==> config.mk <==
export PLATFORM = sky130hd
export DESIGN_NAME = mod_updown_counter_flat
export DESIGN_NICKNAME = d
export VERILOG_FILES = /design/src/rtl/mod_updown_counter_pkg.sv /design/src/rtl/mod_updown_counter_if.sv /design/src/rtl/mod_updown_counter_tick_prescaler.sv /design/src/rtl/mod_updown_counter.sv /design/src/flat_wrapper.sv
export SDC_FILE = /design/constraint.sdc
export NUM_CORES = 1
export LEC_CHECK = 0
export CORE_AREA = 2 2 58 60
export DETAILED_ROUTE_END_ITERATION = 7
export DIE_AREA = 0 0 60 62
export PLACE_DENSITY = 0.61
export SLEW_MARGIN = 20
export SYNTH_ARGS = -nofsm -noshare
export SYNTH_HDL_FRONTEND = slang
export SYNTH_HIERARCHICAL = 1
export SYNTH_SLANG_ARGS = --single-unit
==> constraint.sdc <==
create_clock -name clk -period 4.76 [get_ports clk]
set_input_delay 1.19 -clock clk [delete_from_list [all_inputs] [get_ports clk]]
set_output_delay 1.19 -clock clk [all_outputs]
set_load 0.01 [all_outputs]
==> src/rtl/mod_updown_counter_pkg.sv <==
// Shared constants and helpers for the up/down counter and its prescaler.
package mod_updown_counter_pkg;

  localparam bit MODE_WRAP = 1'b0;
  localparam bit MODE_SAT  = 1'b1;

  // Prescaler counter width: ceil(log2(presc)), never narrower than one bit.
  function automatic int prescale_width(input int presc);
    int w;
    w = 0;
    while ((1 << w) < presc) w++;
    return (w < 1) ? 1 : w;
  endfunction

endpackage

==> src/rtl/mod_updown_counter_if.sv <==
// Control and status bundle of the up/down counter.
interface mod_updown_counter_if #(
  parameter int WIDTH = 8
);
  // No handshake: the controls are level signals sampled on every rising
  // clk edge, and the status signals are registered outputs of the counter.
  logic             en;
  logic             up;
  logic             load;
  logic [WIDTH-1:0] load_value;
  logic             clear;
  logic [WIDTH-1:0] out;
  logic             tc;
  logic             ovf;
  logic             step;

  modport master (
    output en, up, load, load_value, clear,
    input  out, tc, ovf, step
  );

  modport slave (
    input  en, up, load, load_value, clear,
    output out, tc, ovf, step
  );

endinterface

==> src/rtl/mod_updown_counter_tick_prescaler.sv <==
// Divides enabled cycles by PRESCALE and emits a one-cycle step strobe.
module tick_prescaler
  import mod_updown_counter_pkg::*;
#(
  parameter int PRESCALE = 1
) (
  input  logic clk,
  input  logic reset,
  input  logic en,
  input  logic sync_clr,
  output logic step
);

  localparam int            PW   = prescale_width(PRESCALE);
  localparam logic [PW-1:0] LAST = PW'(PRESCALE - 1);

  logic [PW-1:0] cnt;

  // A load or clear in the same cycle suppresses the step entirely.
  assign step = en && !sync_clr && (cnt == LAST);

  always_ff @(posedge clk) begin
    if (reset || sync_clr) begin
      cnt <= '0;
    end else if (en) begin
      cnt <= step ? '0 : cnt + 1'b1;
    end
  end

endmodule

==> src/rtl/mod_updown_counter.sv <==
// Parametrised up/down counter with modulus, wrap/saturate mode, prescaler,
// terminal-count pulse and sticky overflow flag.
module mod_updown_counter
  import mod_updown_counter_pkg::*;
#(
  parameter int               WIDTH     = 8,
  parameter logic [WIDTH-1:0] MAX_VALUE = {WIDTH{1'b1}},
  parameter bit               SATURATE  = MODE_WRAP,
  parameter int               PRESCALE  = 1
) (
  input logic                 clk,
  input logic                 reset,
  mod_updown_counter_if.slave bus
);

  logic             strobe;
  logic             at_bound;
  logic [WIDTH-1:0] load_clamped;
  logic [WIDTH-1:0] cnt_q;
  logic [WIDTH-1:0] cnt_d;
  logic             tc_q;
  logic             ovf_q;
  logic             step_q;

  tick_prescaler #(
    .PRESCALE (PRESCALE)
  ) u_prescaler (
    .clk      (clk),
    .reset    (reset),
    .en       (bus.en),
    .sync_clr (bus.clear | bus.load),
    .step     (strobe)
  );

  // Boundary depends on the direction in force at the step.
  assign at_bound     = bus.up ? (cnt_q == MAX_VALUE) : (cnt_q == '0);
  assign load_clamped = (bus.load_value > MAX_VALUE) ? MAX_VALUE : bus.load_value;

  always_comb begin
    cnt_d = cnt_q;
    if (at_bound) begin
      if (SATURATE == MODE_WRAP) begin
        cnt_d = bus.up ? '0 : MAX_VALUE;
      end
    end else begin
      cnt_d = bus.up ? cnt_q + 1'b1 : cnt_q - 1'b1;
    end
  end

  always_ff @(posedge clk) begin
    if (reset) begin
      cnt_q  <= '0;
      tc_q   <= 1'b0;
      ovf_q  <= 1'b0;
      step_q <= 1'b0;
    end else if (bus.clear) begin
      cnt_q  <= '0;
      tc_q   <= 1'b0;
      ovf_q  <= 1'b0;
      step_q <= 1'b0;
    end else if (bus.load) begin
      cnt_q  <= load_clamped;
      tc_q   <= 1'b0;
      step_q <= 1'b0;
    end else begin
      step_q <= strobe;
      // A blocked step in saturate mode is still a boundary event.
      tc_q   <= strobe && at_bound;
      if (strobe) begin
        cnt_q <= cnt_d;
        if (at_bound) ovf_q <= 1'b1;
      end
    end
  end

  assign bus.out  = cnt_q;
  assign bus.tc   = tc_q;
  assign bus.ovf  = ovf_q;
  assign bus.step = step_q;

endmodule
==> src/flat_wrapper.sv <==
// flat-port wrapper written by rule: the top's interface ports become plain ports
module mod_updown_counter_flat import mod_updown_counter_pkg::*;
#(
  parameter int               WIDTH     = 8,
  parameter logic [WIDTH-1:0] MAX_VALUE = {WIDTH{1'b1}},
  parameter bit               SATURATE  = MODE_WRAP,
  parameter int               PRESCALE  = 1
)
  (clk, reset, bus_en, bus_up, bus_load, bus_load_value, bus_clear, bus_out, bus_tc, bus_ovf, bus_step);
  mod_updown_counter_if #(.WIDTH(WIDTH)) bus_i ();
  input logic clk;
  input logic reset;
  input wire logic [$bits(bus_i.en)-1:0] bus_en;
  input wire logic [$bits(bus_i.up)-1:0] bus_up;
  input wire logic [$bits(bus_i.load)-1:0] bus_load;
  input wire logic [$bits(bus_i.load_value)-1:0] bus_load_value;
  input wire logic [$bits(bus_i.clear)-1:0] bus_clear;
  output wire logic [$bits(bus_i.out)-1:0] bus_out;
  output wire logic [$bits(bus_i.tc)-1:0] bus_tc;
  output wire logic [$bits(bus_i.ovf)-1:0] bus_ovf;
  output wire logic [$bits(bus_i.step)-1:0] bus_step;
  assign bus_i.en = bus_en;
  assign bus_i.up = bus_up;
  assign bus_i.load = bus_load;
  assign bus_i.load_value = bus_load_value;
  assign bus_i.clear = bus_clear;
  assign bus_out = bus_i.out;
  assign bus_tc = bus_i.tc;
  assign bus_ovf = bus_i.ovf;
  assign bus_step = bus_i.step;
  mod_updown_counter #(.WIDTH(WIDTH), .MAX_VALUE(MAX_VALUE), .SATURATE(SATURATE), .PRESCALE(PRESCALE)) u_core (.clk(clk), .reset(reset), .bus(bus_i));
endmodule
### Yosys cells after proc, flatten, opt, wreduce, memory -nomap -nowiden

Cells that the tools add are included.

| word-level totals | value |
|---|---|
| flip-flop bits (word level) | 12 |
| input bits | 14 |
| output and inout port bits | 11 |
| word-level logic and storage cells | 31 |

| operators by class | value |
|---|---|
| add/sub/neg operators | 3 |
| magnitude comparators | 1 |
| eq/ne operators | 1 |
| mux-type cells | 8 |
| bitwise gates (word level) | 3 |
| reductions and logical operators | 10 |

Operator list:

| kind | count |
|---|---|
| 8-bit two-way mux | 6 |
| 8-bit by 1-bit adder with 8-bit output (second input constant) | 1 |
| 8-bit == test (second input constant) | 1 |
| 8-bit > comparator (second input constant) | 1 |
| 8-bit zero test | 1 |
| 8-bit by 1-bit subtractor with 8-bit output (second input constant) | 1 |
| 1-bit logical AND | 3 |
| 3-bit AND reduction | 1 |
| 3-bit OR reduction | 1 |
| 1-bit two-way mux | 2 |
| 1-bit inverter | 2 |
| 2-bit nonzero test | 1 |
| 2-bit OR reduction | 1 |
| 1-bit adder (second input constant) | 1 |
| 1-bit zero test | 1 |
| 1-bit logical OR | 1 |
| 1-bit OR | 1 |

### Depth between registers and ports, before layout

| depth | value |
|---|---|
| depth in word-level cells | 6 |
| gate-level depth with buffers | 8 |
| mapped depth without buffers | 7 |

### Modules after synthesis

The synthesis kept the hierarchy.

By module, submodules not included:

| module | instances | cells each | area an instance (um2) | seq. area each (um2) |
|---|---|---|---|---|
| mod_updown_counter | 1 | 107 | 844.6 | 220.2 |
| tick_prescaler | 1 | 3 | 47.5 | 20.0 |

### Worst setup path after synthesis

No wires, ideal clock.

| timing | value |
|---|---|
| path kind | input to register |
| start point | input bus_up |
| end point | register u_core.cnt_q[7], in the netlist u_core/bus.out[7] |
| setup time | 0.134 ns |
| data arrival time | 2.746 ns |
| required time | 4.626 ns |
| setup slack | 1.880 ns |
| cell stages on the path | 7 |
| path buffers | 0 |
| cells stage by stage | inv_1 ha_1 a211oi_1 nor2_1 a41oi_2 a211oi_1 or4b_1 |

| between the ends | value |
|---|---|
| word-level cells in the longest chain between the ends | 4 |
| elaborated cells on any way between the ends | 6 |
| classes of those cells | 6 x mux |

RTL lines:

| element | line | text |
|---|---|---|
| start, declared | flat_wrapper.sv:14 | `input wire logic [$bits(bus_i.up)-1:0] bus_up;` |
| 8-bit two-way mux (tied with other cells) | mod_updown_counter.sv:46 | `cnt_d = bus.up ? cnt_q + 1'b1 : cnt_q - 1'b1;` |
| 8-bit two-way mux * | mod_updown_counter.sv:41 | `if (at_bound) begin` |
| 8-bit two-way mux * | mod_updown_counter.sv:69 | `if (strobe) begin` |
| 8-bit two-way mux * | mod_updown_counter.sv:61 | `end else if (bus.load) begin` |
| end signal, assigned | mod_updown_counter.sv:62 | `cnt_q <= load_clamped;` |
| end signal, assigned | mod_updown_counter.sv:70 | `cnt_q <= cnt_d;` |
| end, declared | mod_updown_counter.sv:19 | `logic [WIDTH-1:0] cnt_q;` |

Mark *: on every way between the ends. The rest lies on a longest branch, timed or not. The select of a mux whose other input is x is not followed.
A chain may end at the register's enable or synchronous reset.

### Worst setup path in the final report

| timing | value |
|---|---|
| start point | input bus_load |
| end point | register u_core.cnt_q[6], in the netlist u_core/bus.out[6] |

| between the ends | value |
|---|---|
| word-level cells in the longest chain between the ends | 5 |
| elaborated cells on any way between the ends | 6 |
| classes of those cells | 1 x mux; 1 x bitwise; 4 x reduce/logical |

RTL lines:

| element | line | text |
|---|---|---|
| start, declared | flat_wrapper.sv:15 | `input wire logic [$bits(bus_i.load)-1:0] bus_load;` |
| 1-bit OR | mod_updown_counter.sv:31 | `.sync_clr (bus.clear \| bus.load),` |
| 1-bit zero test | mod_updown_counter_tick_prescaler.sv:20 | `assign step = en && !sync_clr && (cnt == LAST);` |
| 1-bit logical AND (2 in series) | mod_updown_counter_tick_prescaler.sv:20 |  |
| named net u_core.strobe | mod_updown_counter.sv:16 | `logic strobe;` |
| 2-bit nonzero test (no line) | -- |  |

The timed path passes the listed nets, and every way through them passes these cells.

==> results by group <==
Detailed routing
  – DRT Pass-1 Iters: 4
  – Antenna-violating nets left: 0
  – Vias per cell: around 5.0
  – Routed wire length: approximately 2.3 mm
  – Vias: 910
  – Wire per inst: approximately 13 µm
  – Remaining DRCs: 0
  – Iter 0 DRT Violations: 24

Floorplan
  – I/O pin cnt: 25
  – Rows: 21
  – Starting density of the core: 0.281
  – Die area: about 0.0037 mm²
  – Die Y: 62 µm
  – Die width: ~60 µm
  – Core ar.: 0.00318 mm²

Final layout
  – Fin cells: about 180
  – Post-layout nets: about 160
  – Finished Cell Area: 0.00122 mm²
  – Final Util: 0.384
  – Diode count: 0
  – Fillers: approximately 330
  – Synthesis-to-layout area growth: 37.0%
  – Layout cell share with drive strength beyond 1: 0.103

Power and ir drop
  – Lkg Pwr: roughly 0.47 nW
  – Worst VDD drop: between 0.09 and 0.1 mV
  – Final Power: approximately 260 µW
  – PD cells: roughly 210 mW/mm²

Timing
  – TNS Setup: 0 ps
  – Final setup viols: 0
  – RSZ-0062 raised after global routing: no
  – Worst slew pin tran: around 500 ps
  – FMAX: approximately 0.28 GHz
  – Rel. slew slack: 0.666
  – Hold Vio Cnt, Final: 0
  – Final cycle utilization of the critical path: 0.755
  – Fin. max-slew vios: 0
  – Worst Skew: 4.47 ps
  – Minimum clock period after layout: 3590 ps

CTS
  – CTS tree: yes
  – Hold Buf Count CTS: 0
  – H-tree depth: 1
  – # resized after CTS: 0
  – Clock transition at path regs: around 80 ps
  – Post-CTS setup buffer count: 0
  – Num CTS Buffers: 3
  – Clk_lat worst skew: approximately 280 ps
  – Sink Count: 12
  – Max clock buf depth: 2
  – Clk root buf: clkbuf_4

Place
  – Placed Area: roughly 0.0012 mm²
  – RD Place Congestion: between 0.7 and 0.8
  – Number of port buffers: 24
  – Placed wire-length estimate: around 1.8 mm
  – Cells after DPL: roughly 180

Synth
  – Post-synthesis net count: 131
  – Synth cell types: 36
  – Area contributors post-synth: dfxtp_1 (27%), ha_1 (8.4%), a21oi_1 (6.2%)
  – Post-Synthesis Cells: 110
  – Mapped cell area: around 900 µm²
  – Syn Area/Cell: 8.11 µm²
  – Warnings, synthesis: 6
  – Register bit count reported by yosys: 12
  – Async SR Flop Fraction: 0
  – Top cell type's share of synthesized area: 0.269
  – Dominant synthesized flop cell: dfxtp_1
  – Post-synthesis sequential area ratio: 0.269
  – Biggest area consumer among synthesized cells: dfxtp_1
  – Post-synth EDFFs: 0

GRT
  – Global route overflow: 0
  – Global Route Usage Sum: 0.134
  – Vias in the first global route: 829
  – Initial antenna violation count: 0
  – First-pass GRT wire length: about 3.7 mm
  – Largest net degree at the start of global routing: 16

Worst setup path
  – Worst EP arrival: 3820 ps
  – Crit Path Max Fanout: 15
  – Crit path kind: input port to flip-flop
  – CP Launch Type: input port
  – CP required: between 4000 and 5000 ps
  – Critical Path End Type: flip-flop

Hold path
  – Hold Path Class: flip-flop to flip-flop

Status
  – Status: completed

Job
  – Max_cap viols: 0
cell usage in the layout (no fill, tap or decap), types with 2 or more instances in the layout:
cell	netlist	final
a211oi_1	5	5
a21oi_1	11	11
clkbuf_4	0	3
clkdlybuf4s50_1	0	24
dfxtp_1	12	12
ha_1	6	6
inv_1	3	3
nand2_1	8	8
nand3_1	4	4
nor2_1	13	13
nor2b_1	2	2
nor3_1	6	6
nor3b_1	3	3
o21ai_0	6	6
o21bai_1	2	2
or2_2	2	2
or4_1	2	2
xnor2_1	2	2
xor2_1	2	2
state kept, by name, summed over array words and instances, names as in the netlist:
signal	flops
u_core/bus.out	8
u_core/bus.ovf	1
u_core/bus.step	1
u_core/bus.tc	1
u_core/u_prescaler/cnt	1
worst paths after layout:
kind	start	end	slack (ps)	depth (start not counted)
worst max-delay path	bus_load	u_core/bus.out[6]	1170	8
worst min register to register	u_core/bus.ovf	u_core/bus.ovf	480	2
worst max register to register	u_core/bus.out[1]	u_core/bus.out[7]	2610	6
worst min-delay path	u_core/bus.ovf	u_core/bus.ovf	480	2
through the flow:
step | hold WS, ps | worst slack (ps)
after global placement | 504 | 1040
final | 485 | 1170
after global routing | 513 | 1030
after detailed placement | 473 | 914
after floorplan | 485 | 1880
after CTS | 492 | 1210
synth_stat cells, types with 3 or more instances:
cell type / instances
a211oi_1: 5
o21ai_0: 6
nand3_1: 4
ha_1: 6
clkbuf_1: 3
a21oi_1: 11
inv_1: 3
nand2_1: 8
nor3b_1: 3
nor3_1: 6
dfxtp_1: 12
nor2_1: 13
worst max-delay path: stages:
cell and delay [ps]:
clkdlybuf4s50_1 660, or2_2 450, nor3b_2 160, buf_4 190, nor2b_1 350, nand2_1 210, or4_1 530, nand3_1 70
metal layers:
layer / wire length (µm) / share of wire / global-route usage
met5: 0 / 0 / 0
met4: 4 / 0.0017 / 0.0222
met3: 162 / 0.069 / 0.0518
met2: 1100 / 0.47 / 0.210
met1: 1080 / 0.46 / 0.178
report_power, final:
group          internal (mW)  switching [mW]
registers              0.104         0.00523
clock network         0.0466          0.0387
logic                 0.0326          0.0320
total                  0.183          0.0760
logic make-up (layout without fill, tap and decap cells):
family,count (synthesis),count (layout),share of synthesized area
and+or+nand+nor,48,48,0.309
adders and majority gates,7,7,0.107
AOI/OAI and AO/OA,33,33,0.251
buffers and inverters,6,32,0.0252
DFF,12,12,0.269
xor gates and xnor gates,4,4,0.0393
layout make-up:
cell class | count | area (µm²) | area share
tap | 46 | 57.6 | 0.0471
sequential | 12 | 240 | 0.197
inverter | 3 | 11.3 | 0.00921
timing repair buffer | 25 | 248 | 0.203
clock buffer | 4 | 36.3 | 0.0297
multi-input combinational | 92 | 629 | 0.515
(Power assumes the default switching activity.)
